## src/rtl/ftf_pkg.sv

```systemverilog
// rtl/ftf_pkg.sv - shared state encoding and FP32 constants for fixed_to_float_seq
package ftf_pkg;
  typedef enum logic [2:0] {IDLE, ABS, NORM, PACK, DONE} state_t;

  localparam int          FP32_BIAS    = 127;
  localparam int          FP32_EXP_MAX = 255;
  localparam logic [31:0] FP32_POS_INF = 32'h7F80_0000;
  localparam int          E_W          = 12;
endpackage

```

## src/rtl/fp32_pack.sv

```systemverilog
// rtl/fp32_pack.sv - combinational pack of a normalised magnitude into FP32 with ovf/udf
// FTF_ROUND_NEAREST_EN selects round-to-nearest-even; otherwise low bits are truncated.
module fp32_pack
  import ftf_pkg::*;
#(
  parameter int WIDTH = 32
) (
  input  logic             sign,
  input  logic [E_W-1:0]   pos,
  input  logic [E_W-1:0]   exp_in,
  input  logic [WIDTH-1:0] mag,
  output logic [31:0]      float,
  output logic             ovf,
  output logic             udf
);
  localparam logic [E_W-1:0] EXP_MAX = E_W'(FP32_EXP_MAX);

  // mag is normalised: frac[WIDTH+23] is the leading one, mantissa sits just below it
  logic [WIDTH+23:0] frac;
  logic [22:0]       mant;
  logic [E_W-1:0]    e;
  logic              unused_msb;

  assign frac       = {mag, 24'd0};
  assign unused_msb = frac[WIDTH+23];

`ifdef FTF_ROUND_NEAREST_EN
  logic guard;
  logic sticky;
  logic carry;

  assign guard = frac[WIDTH-1];
  if (WIDTH > 1) begin : g_sticky
    assign sticky = |frac[WIDTH-2:0];
  end

  always_comb begin
    mant  = frac[WIDTH+22:WIDTH];
    e     = pos + exp_in + E_W'(FP32_BIAS);
    carry = 1'b0;
    if (guard && (sticky || mant[0])) begin
      {carry, mant} = {1'b0, mant} + 24'd1;
    end
    if (carry) begin
      e = e + E_W'(1);
    end
  end
`else
  logic unused_low;

  assign unused_low = ^frac[WIDTH-1:0];

  always_comb begin
    mant = frac[WIDTH+22:WIDTH];
    e    = pos + exp_in + E_W'(FP32_BIAS);
  end
`endif

  always_comb begin
    ovf   = 1'b0;
    udf   = 1'b0;
    float = {sign, e[7:0], mant};
    if (!e[E_W-1] && e >= EXP_MAX) begin
      ovf   = 1'b1;
      float = {sign, FP32_POS_INF[30:0]};
    end else if (e[E_W-1] || e == '0) begin
      udf   = 1'b1;
      float = {sign, 31'd0};
    end
  end
endmodule

```

## src/rtl/fixed_to_float_seq.sv

```systemverilog
// rtl/fixed_to_float_seq.sv - multi-cycle signed fixed-point to FP32 converter with valid/ready
// Rounding mode is chosen inside fp32_pack by FTF_ROUND_NEAREST_EN.
module fixed_to_float_seq
  import ftf_pkg::*;
#(
  parameter int WIDTH = 32,
  parameter int EXP_W = 8
) (
  input  logic             clk,
  input  logic             reset,
  input  logic             in_valid,
  output logic             in_ready,
  input  logic [WIDTH-1:0] fixed,
  input  logic [EXP_W-1:0] exp_in,
  output logic             out_valid,
  input  logic             out_ready,
  output logic [31:0]      float,
  output logic             ovf,
  output logic             udf
);
  localparam int POS_W = (WIDTH > 2) ? $clog2(WIDTH) : 1;

  state_t           state, state_next;
  logic [WIDTH-1:0] fixed_q;
  logic [WIDTH-1:0] mag;
  logic [E_W-1:0]   exp_q;
  logic [POS_W-1:0] pos;
  logic             sign;
  logic [31:0]      pack_float;
  logic             pack_ovf;
  logic             pack_udf;

  always_ff @(posedge clk or posedge reset) begin
    if (reset) state <= IDLE;
    else       state <= state_next;
  end

  always_comb begin
    state_next = state;
    case (state)
      IDLE: if (in_valid) state_next = ABS;
      ABS:  state_next = (fixed_q == '0) ? DONE : NORM;
      NORM: if (mag[WIDTH-1]) state_next = PACK;
      PACK: state_next = DONE;
      DONE: if (out_ready) state_next = IDLE;
      default: state_next = IDLE;
    endcase
  end

  assign in_ready  = (state == IDLE);
  assign out_valid = (state == DONE);

  always_ff @(posedge clk or posedge reset) begin
    if (reset) begin
      fixed_q <= '0;
      mag     <= '0;
      exp_q   <= '0;
      pos     <= '0;
      sign    <= 1'b0;
      float   <= '0;
      ovf     <= 1'b0;
      udf     <= 1'b0;
    end else begin
      case (state)
        IDLE: if (in_valid) begin
          fixed_q <= fixed;
          exp_q   <= {{(E_W-EXP_W){exp_in[EXP_W-1]}}, exp_in};
        end
        ABS: begin
          // negating the most negative value wraps to 2^(WIDTH-1), still correct unsigned
          sign <= fixed_q[WIDTH-1];
          mag  <= fixed_q[WIDTH-1] ? (~fixed_q + 1'b1) : fixed_q;
          pos  <= POS_W'(WIDTH-1);
          if (fixed_q == '0) begin
            float <= '0;
            ovf   <= 1'b0;
            udf   <= 1'b0;
          end
        end
        NORM: if (!mag[WIDTH-1]) begin
          mag <= mag << 1;
          pos <= pos - 1'b1;
        end
        PACK: begin
          float <= pack_float;
          ovf   <= pack_ovf;
          udf   <= pack_udf;
        end
        default: ;
      endcase
    end
  end

  fp32_pack #(.WIDTH(WIDTH)) u_pack (
    .sign   (sign),
    .pos    ({{(E_W-POS_W){1'b0}}, pos}),
    .exp_in (exp_q),
    .mag    (mag),
    .float  (pack_float),
    .ovf    (pack_ovf),
    .udf    (pack_udf)
  );
endmodule
```

## config.mk

```make
export PLATFORM = sky130hd
export DESIGN_NAME = fixed_to_float_seq
export DESIGN_NICKNAME = d
export VERILOG_FILES = /design/src/rtl/ftf_pkg.sv /design/src/rtl/fp32_pack.sv /design/src/rtl/fixed_to_float_seq.sv
export SDC_FILE = /design/constraint.sdc
export NUM_CORES = 1
export LEC_CHECK = 0
export BUFFER_PORTS_ARGS = -buffer_cell sky130_fd_sc_hd__buf_2
export CORE_MARGIN = 8
export CORE_UTILIZATION = 30
export CTS_BUF_LIST = sky130_fd_sc_hd__clkbuf_16
export CTS_CLUSTER_DIAMETER = 80
export DETAILED_ROUTE_END_ITERATION = 8
export GPL_TIMING_DRIVEN = 0
export PLACE_DENSITY = 0.52
export SLEW_MARGIN = 0
export SYNTH_ARGS = -nofsm -noshare
export SYNTH_HDL_FRONTEND = slang
export SYNTH_SLANG_ARGS = --single-unit
export TNS_END_PERCENT = 10
```

## constraint.sdc

```tcl
create_clock -name clk -period 3.55 [get_ports clk]
set_input_delay 0.355 -clock clk [delete_from_list [all_inputs] [get_ports clk]]
set_output_delay 0.355 -clock clk [all_outputs]
set_load 0.02 [all_outputs]
```

---- After elaboration in Yosys (flattened, before gate mapping) ----
Cells that the tools add are included.
operators by class
  add/subtract/negate cells ............... 4
  order comparisons ....................... 1
  equal/unequal tests ..................... 9
  multiplexer cells ....................... 20
  bitwise logic cells ..................... 1
  reductions and logical operators ........ 12
operators by type and width
  operator                                                                               number
  32-bit case mux with 2 select lines                                                    2
  32-bit two-way mux                                                                     3
  31-bit two-way mux                                                                     2
  32-bit by 1-bit adder with 32-bit output (second input constant)                       1
  32-bit zero test                                                                       1
  32-bit NOT                                                                             1
  3-bit case mux with 5 select lines                                                     1
  12-bit by 7-bit adder with 12-bit output (second input constant)                       1
  12-bit by 8-bit greater-or-equal comparator with 1-bit output (second input constant)  1
  12-bit zero test                                                                       1
  3-bit two-way mux                                                                      4
  5-bit case mux with 2 select lines                                                     1
  6-bit by 8-bit adder with 9-bit output                                                 1
  2-bit inequality test (second input constant)                                          4
  3-bit by 2-bit equality test with 1-bit output (second input constant)                 2
  2-bit AND reduction                                                                    3
  5-bit two-way mux                                                                      1
  5-bit by 1-bit subtractor with 5-bit output (second input constant)                    1
  1-bit two-way mux                                                                      4
  1-bit case mux with 2 select lines                                                     2
  2-bit nonzero test                                                                     2
  3-bit by 1-bit equality test with 1-bit output (second input constant)                 1
  3-bit equality test (second input constant)                                            1
  3-bit zero test                                                                        1
  other kinds (5)                                                                        5
storage, ports and cells
  register bits after elaboration ......... 115
  bits of input ports ..................... 44
  output and inout bits ................... 36
  logic and storage cells ................. 57

---- Logic depth before layout (Yosys ltp) ----
  word-level depth ........................ 7
  gate-level depth with buffers ........... 13
  gate-level depth less buffers ........... 11

---- Hierarchy ----
From an unflattened synthesis, not the netlist that was laid out.
unflattened totals
  cell total of the unflattened synthesis .. 762
  area, all modules ....................... 7,079.3 sq um
by module, submodules not included
  module              times used  cells each  area an instance (sq um)
  fixed_to_float_seq  1           578         5,769.3
  fp32_pack           1           184         1,310.0

---- Least setup slack after synthesis ----
OpenSTA, ideal clock, no wires.
  path type ............................... register -> register
  start ................................... register pos[0]
  end ..................................... register float[8]
  library setup time ...................... 122 ps
  arrival time ............................ 2,992 ps
  path slack .............................. 436 ps
  cell stages (with the launch flop) ...... 13
  path through ............................ dfrtp_1 -> ha_1 -> inv_1 -> fa_1 -> ha_1 -> xor2_1 -> nand2b_1 -> or4_1 -> a211oi_1 -> a21oi_2 -> a21oi_4 -> buf_6 -> o31ai_2
on the way
  word-level cells in the longest chain between the ends .. 7
RTL lines
  element                                                                                                line                      source
  start: declaration                                                                                     fixed_to_float_seq.sv:27  logic [POS_W-1:0] pos;
  start signal: assignment                                                                               fixed_to_float_seq.sv:73  pos <= POS_W'(WIDTH-1);
  start signal: assignment                                                                               fixed_to_float_seq.sv:82  pos <= pos - 1'b1;
  6-bit by 8-bit adder with 9-bit output (*)                                                             fp32_pack.sv:55           e = pos + exp_in + E_W'(FP32_BIAS);
  12-bit by 7-bit adder with 12-bit output (*)                                                           fp32_pack.sv:55
  branches (longest 3 deep; another with 12-bit by 8-bit greater-or-equal comparator with 1-bit output)  n/a
  31-bit two-way mux (*)                                                                                 fp32_pack.sv:63           if (!e[E_W-1] && e >= EXP_MAX) begin
  32-bit case mux with 2 select lines (*)                                                                fixed_to_float_seq.sv:64  case (state)
  end signal: assignment                                                                                 fixed_to_float_seq.sv:85  float <= pack_float;
  end: declaration                                                                                       fixed_to_float_seq.sv:17  output logic [31:0] float,
Mark *: on every way between the ends.
A chain may end at the register's enable or synchronous reset.

---- Final worst setup path ----
  start ................................... register exp_q[0]
  end ..................................... register float[2]
on the way
  word-level cells in the longest chain between the ends .. 7
RTL lines
  element                                                                                                line                      source
  start: declaration                                                                                     fixed_to_float_seq.sv:26  logic [E_W-1:0] exp_q;
  start signal: assignment                                                                               fixed_to_float_seq.sv:67  exp_q <= {{(E_W-EXP_W){exp_in[EXP_W-1]}}, exp_in};
  6-bit by 8-bit adder with 9-bit output (*)                                                             fp32_pack.sv:55
  12-bit by 7-bit adder with 12-bit output (*)                                                           fp32_pack.sv:55
  branches (longest 3 deep; another with 12-bit by 8-bit greater-or-equal comparator with 1-bit output)  n/a
  31-bit two-way mux (*)                                                                                 fp32_pack.sv:63
  32-bit case mux with 2 select lines (*)                                                                fixed_to_float_seq.sv:64
Marks and branches as above.

==> run summary <==
The flow ran to the end, and the final reports show no timing, DRC or antenna violations. The switching share of power came out at 0.4307. For this block, the initial DRC count from the detailed router was approximately 270. The maximum resistive drop on vdd is 381.4 µV. Leaving out fill and tap cells, the most frequent cells in the layout are sky130_fd_sc_hd__dfrtp_1 (115), sky130_fd_sc_hd__buf_2 (81), sky130_fd_sc_hd__nand2_1 (63).

The starting density of the core is 0.3022. The final clock skew is approximately 0.0071 ns. The first-pass GRT wire length is between 20000 and 30000 µm.

The filler cell count is ~2000. Wires add up to approximately 16000 µm. The summed area of non-filler cells in the final layout is 7559 µm². In the routed layout, each cell is associated on average with a via count of between 4 and 5. The most common library cell in the layout ignoring fill and taps is sky130_fd_sc_hd__dfrtp_1. The detailed placement HPWL is 12430 µm. The overall power consumption is 8.786 mW. The post-synth net total is 644. The row count came out at 52.

STA classifies the critical path endpoint as a register. The final cell count without fillers came out at slightly below 1000. The antenna diode instance count came out at 0.

The tree is rooted in a sky130_fd_sc_hd__clkbuf_16. The minimum period implied by the final worst setup slack is roughly 3.4 ns. The cell count after synthesis came out at 589.

The initial antenna violation count came out at 0. The final weighted congestion in routability-driven placement came out at between 0.8 and 0.9. The total power divided by cell area came out at ~1200 nW/µm². The total global routing overflow is 0. After routing, the total negative slack on setup checks comes to 0 ns.

The critical path is of the reg2reg type. The via count of the first global-routing pass came to roughly 4800. The synthesized area per cell came out at about 10 µm². By area the synthesized netlist is led by sky130_fd_sc_hd__dfrtp_1 (48%), sky130_fd_sc_hd__mux2_2 (6.3%), sky130_fd_sc_hd__o21ai_0 (4.0%). The max-capacitance violation count is 0. The maximum fanout encountered on the critical timing path is 10. The biggest area contributor in the post-synthesis netlist is sky130_fd_sc_hd__dfrtp_1. The number of top-level pins came out at 80.

The required time of the worst setup path is between 3 and 4 ns. The share of total power dissipated in the clock network is 0.210. The post-route fraction of the period consumed by the critical path is 0.9566.

The placed cell count came out at 939. The routed layout has ~4800 vias. The tightest min-delay check is of the in2reg type.

Of the synthesized area, sequential elements account for 0.4767. The remaining antenna violation count is 0. In this run, synthesis inferred 0 flip-flops with an integrated enable.

The final number of setup-violating endpoints came out at 0. Dividing the detail-routed wire length by the instance count gives about 17 µm. The leakage dissipation is around 3.2 nW. The core region is approximately 20000 µm². For this run, the number of Yosys warnings is 0. The number of slew-limit violations in the final report is 0. The number of clock sinks is ~120. At the pin with the least slew margin, the transition time is between 0.7 and 0.8 ns.

The remaining design rule violation count is 0. The first detailed-routing pass ran for 5 iterations. The net switching power came out at 3.784 mW. Internal power comes to 5.002 mW.

STA classifies the critical path startpoint as a register. The peak clock frequency supported by timing is about 0.29 GHz. The latest clock arrival within the worst-skew pair is between 0.4 and 0.5 ns. The share of synthesized area in the top cell type comes to 0.4767. The buffer depth of the longest clock path is 2. The final-report hold violation count came out at 0.

The die outline height came out at roughly 160 µm. The critical path arrival came out at between 3 and 4 ns. The largest net degree at the start of global routing is 68. The deepest level of the CTS H-tree is 4. After clock tree synthesis, the clock-pin slew on the worst setup and hold paths is 0.05 ns.

The area of the die came out at approximately 25000 µm². Counting flops with an async set or reset pin after synthesis yields a share of 1.000. The chip width is roughly 160 µm. The synthesized cell area is around 6000 µm². Input and output buffers added on the ports amount to slightly below 80. The count of nets after finishing is roughly 750.

The overall routing resource usage is 0.1333. The distinct cell type count of the synthesized netlist is 68. The commonest register cell after synthesis is sky130_fd_sc_hd__dfrtp_1. Of the total power, registers draw 0.282.

The relative slew slack came out at 0.4890. The layout cell share with drive strength beyond 1 is 0.2819. The post-route core utilization is 0.3784. The combinational cell fraction of total power came out at 0.507. The CTS tree is built. The cell area after placement came out at around 6800 µm². The total CTS buffers is 17. Compared with the post-synthesis result, the final layout area differs by 25.20%. The register bit count reported by yosys is about 120.
area by class of cell:
cell class / count / area (µm²) / share of cell area
inverters: 19 / 76.32 / 0.01010
well taps: 270 / 337.8 / 0.04469
plain buffers: 35 / 161.4 / 0.02135
flip-flops and latches: 115 / 2878 / 0.3807
clock inverters: 15 / 214.0 / 0.02831
multi-input cells: 420 / 2973 / 0.3933
repair buffers: 85 / 493.0 / 0.06522
clock buffers: 17 / 425.4 / 0.05628
final timing paths:
kind                                        from                       to  cells after the start  slack [ns]
max                         exp_q[0]$_DFFE_PP0P_     float[2]$_DFFE_PP0P_                     13        0.15
min                                    out_ready     state[2]$_DFFE_PP0P_                      2        0.14
max in group asynchronous                  reset  fixed_q[11]$_DFFE_PP0P_                      4        2.33
min in group asynchronous                  reset    float[21]$_DFFE_PP0P_                      3        0.53
min reg2reg                float[10]$_DFFE_PP0P_    float[10]$_DFFE_PP0P_                      2        0.47
max reg2reg                 exp_q[0]$_DFFE_PP0P_     float[2]$_DFFE_PP0P_                     13        0.15
metrics by stage:
| step | hold slack [ns] | setup slack (ns) |
|---|---|---|
| floorplan | 0.4495 | 0.1509 |
| global placement | 0.4645 | -1.155 |
| detailed placement | 0.4205 | 0.1149 |
| CTS | 0.1199 | 0.1015 |
| global route | 0.1289 | -0.01397 |
| finish | 0.1373 | 0.1539 |
critical path: stages (launching register included):
cell	delay [ns]
sky130_fd_sc_hd__dfrtp_1	0.40
sky130_fd_sc_hd__ha_1	0.22
sky130_fd_sc_hd__inv_1	0.07
sky130_fd_sc_hd__fa_2	0.48
sky130_fd_sc_hd__ha_2	0.23
sky130_fd_sc_hd__xor2_1	0.18
sky130_fd_sc_hd__nand2b_1	0.17
sky130_fd_sc_hd__or4_1	0.46
sky130_fd_sc_hd__a221oi_2	0.39
sky130_fd_sc_hd__a21oi_4	0.11
sky130_fd_sc_hd__a21oi_4	0.19
sky130_fd_sc_hd__buf_12	0.14
sky130_fd_sc_hd__buf_8	0.15
sky130_fd_sc_hd__o21ai_2	0.07
synth_stat cells, types with 2 or more instances:
| library cell | instances |
|---|---|
| sky130_fd_sc_hd__nand2b_1 | 4 |
| sky130_fd_sc_hd__or2_2 | 5 |
| sky130_fd_sc_hd__o41ai_1 | 7 |
| sky130_fd_sc_hd__o211ai_1 | 2 |
| sky130_fd_sc_hd__nor3b_1 | 2 |
| sky130_fd_sc_hd__nand4_1 | 21 |
| sky130_fd_sc_hd__a21oi_1 | 20 |
| sky130_fd_sc_hd__ha_1 | 10 |
| sky130_fd_sc_hd__xor2_1 | 26 |
| sky130_fd_sc_hd__inv_1 | 19 |
| sky130_fd_sc_hd__nand2_1 | 63 |
| sky130_fd_sc_hd__nand3_1 | 15 |
| sky130_fd_sc_hd__buf_1 | 5 |
| sky130_fd_sc_hd__nor2b_1 | 4 |
| sky130_fd_sc_hd__o221ai_1 | 4 |
| sky130_fd_sc_hd__or4_1 | 6 |
| sky130_fd_sc_hd__o31ai_1 | 10 |
| sky130_fd_sc_hd__and3_1 | 4 |
| sky130_fd_sc_hd__mux2_2 | 34 |
| sky130_fd_sc_hd__o21ai_1 | 3 |
| sky130_fd_sc_hd__a22o_1 | 7 |
| sky130_fd_sc_hd__or3_1 | 5 |
| sky130_fd_sc_hd__dfrtp_1 | 115 |
| sky130_fd_sc_hd__nor3_1 | 5 |
| sky130_fd_sc_hd__a22oi_1 | 16 |
| sky130_fd_sc_hd__a31oi_1 | 4 |
| sky130_fd_sc_hd__nor2_1 | 23 |
| sky130_fd_sc_hd__nor4_1 | 2 |
| sky130_fd_sc_hd__clkbuf_1 | 25 |
| sky130_fd_sc_hd__mux2i_1 | 4 |
| sky130_fd_sc_hd__xnor2_1 | 12 |
| sky130_fd_sc_hd__o21ai_0 | 48 |
| sky130_fd_sc_hd__buf_6 | 2 |
| sky130_fd_sc_hd__o21ai_2 | 18 |
| sky130_fd_sc_hd__buf_2 | 2 |
| sky130_fd_sc_hd__nor3_2 | 2 |
| sky130_fd_sc_hd__o31ai_2 | 2 |
| sky130_fd_sc_hd__and2_1 | 3 |
state kept, by name (all words and copies together) (netlist names):
register and cells:
pos 5, state 3, fixed_q 32, mag 32, exp_q 8, float 32
ovf 1, udf 1, sign 1
logic make-up (layout without fill, tap and decap cells):
group,count (synthesis),count (layout),share of synthesized area
compound gates,161,161,0.1896
xor+xnor,39,39,0.05782
fa+ha+maj,11,11,0.02404
buf+inv,54,171,0.03710
flops,115,115,0.4767
mux,38,38,0.07005
simple gates,171,171,0.1447
power groups by stage:
stage	Sequential [mW]	Clock (mW)	Combinational [mW]
final	2.48	1.85	4.46
after global routing	2.57	1.94	4.93
after CTS	2.48	1.88	4.22
after detailed placement	2.50	0	4.21
after global placement	2.48	0	4.13
after floorplan	2.50	0	3.05
layer usage:
layer  up-vias  global-route usage  wire [µm]
met5         -                   0          0
met1      2300              0.1739       7637
met2       120              0.1998       7350
met3        25             0.03877        875
met4         0             0.06120        300
li1       2359                   -          -
what timing repair did:
action / CTS / global route
endpoints found under the setup margin: 0 / 26
setup buffers: 0 / 3
endpoints found under the hold margin: 48 / 0
resized for setup: 0 / 11
hold buffers: 1 / 0
No activity file was read; power rests on OpenSTA's default activity.
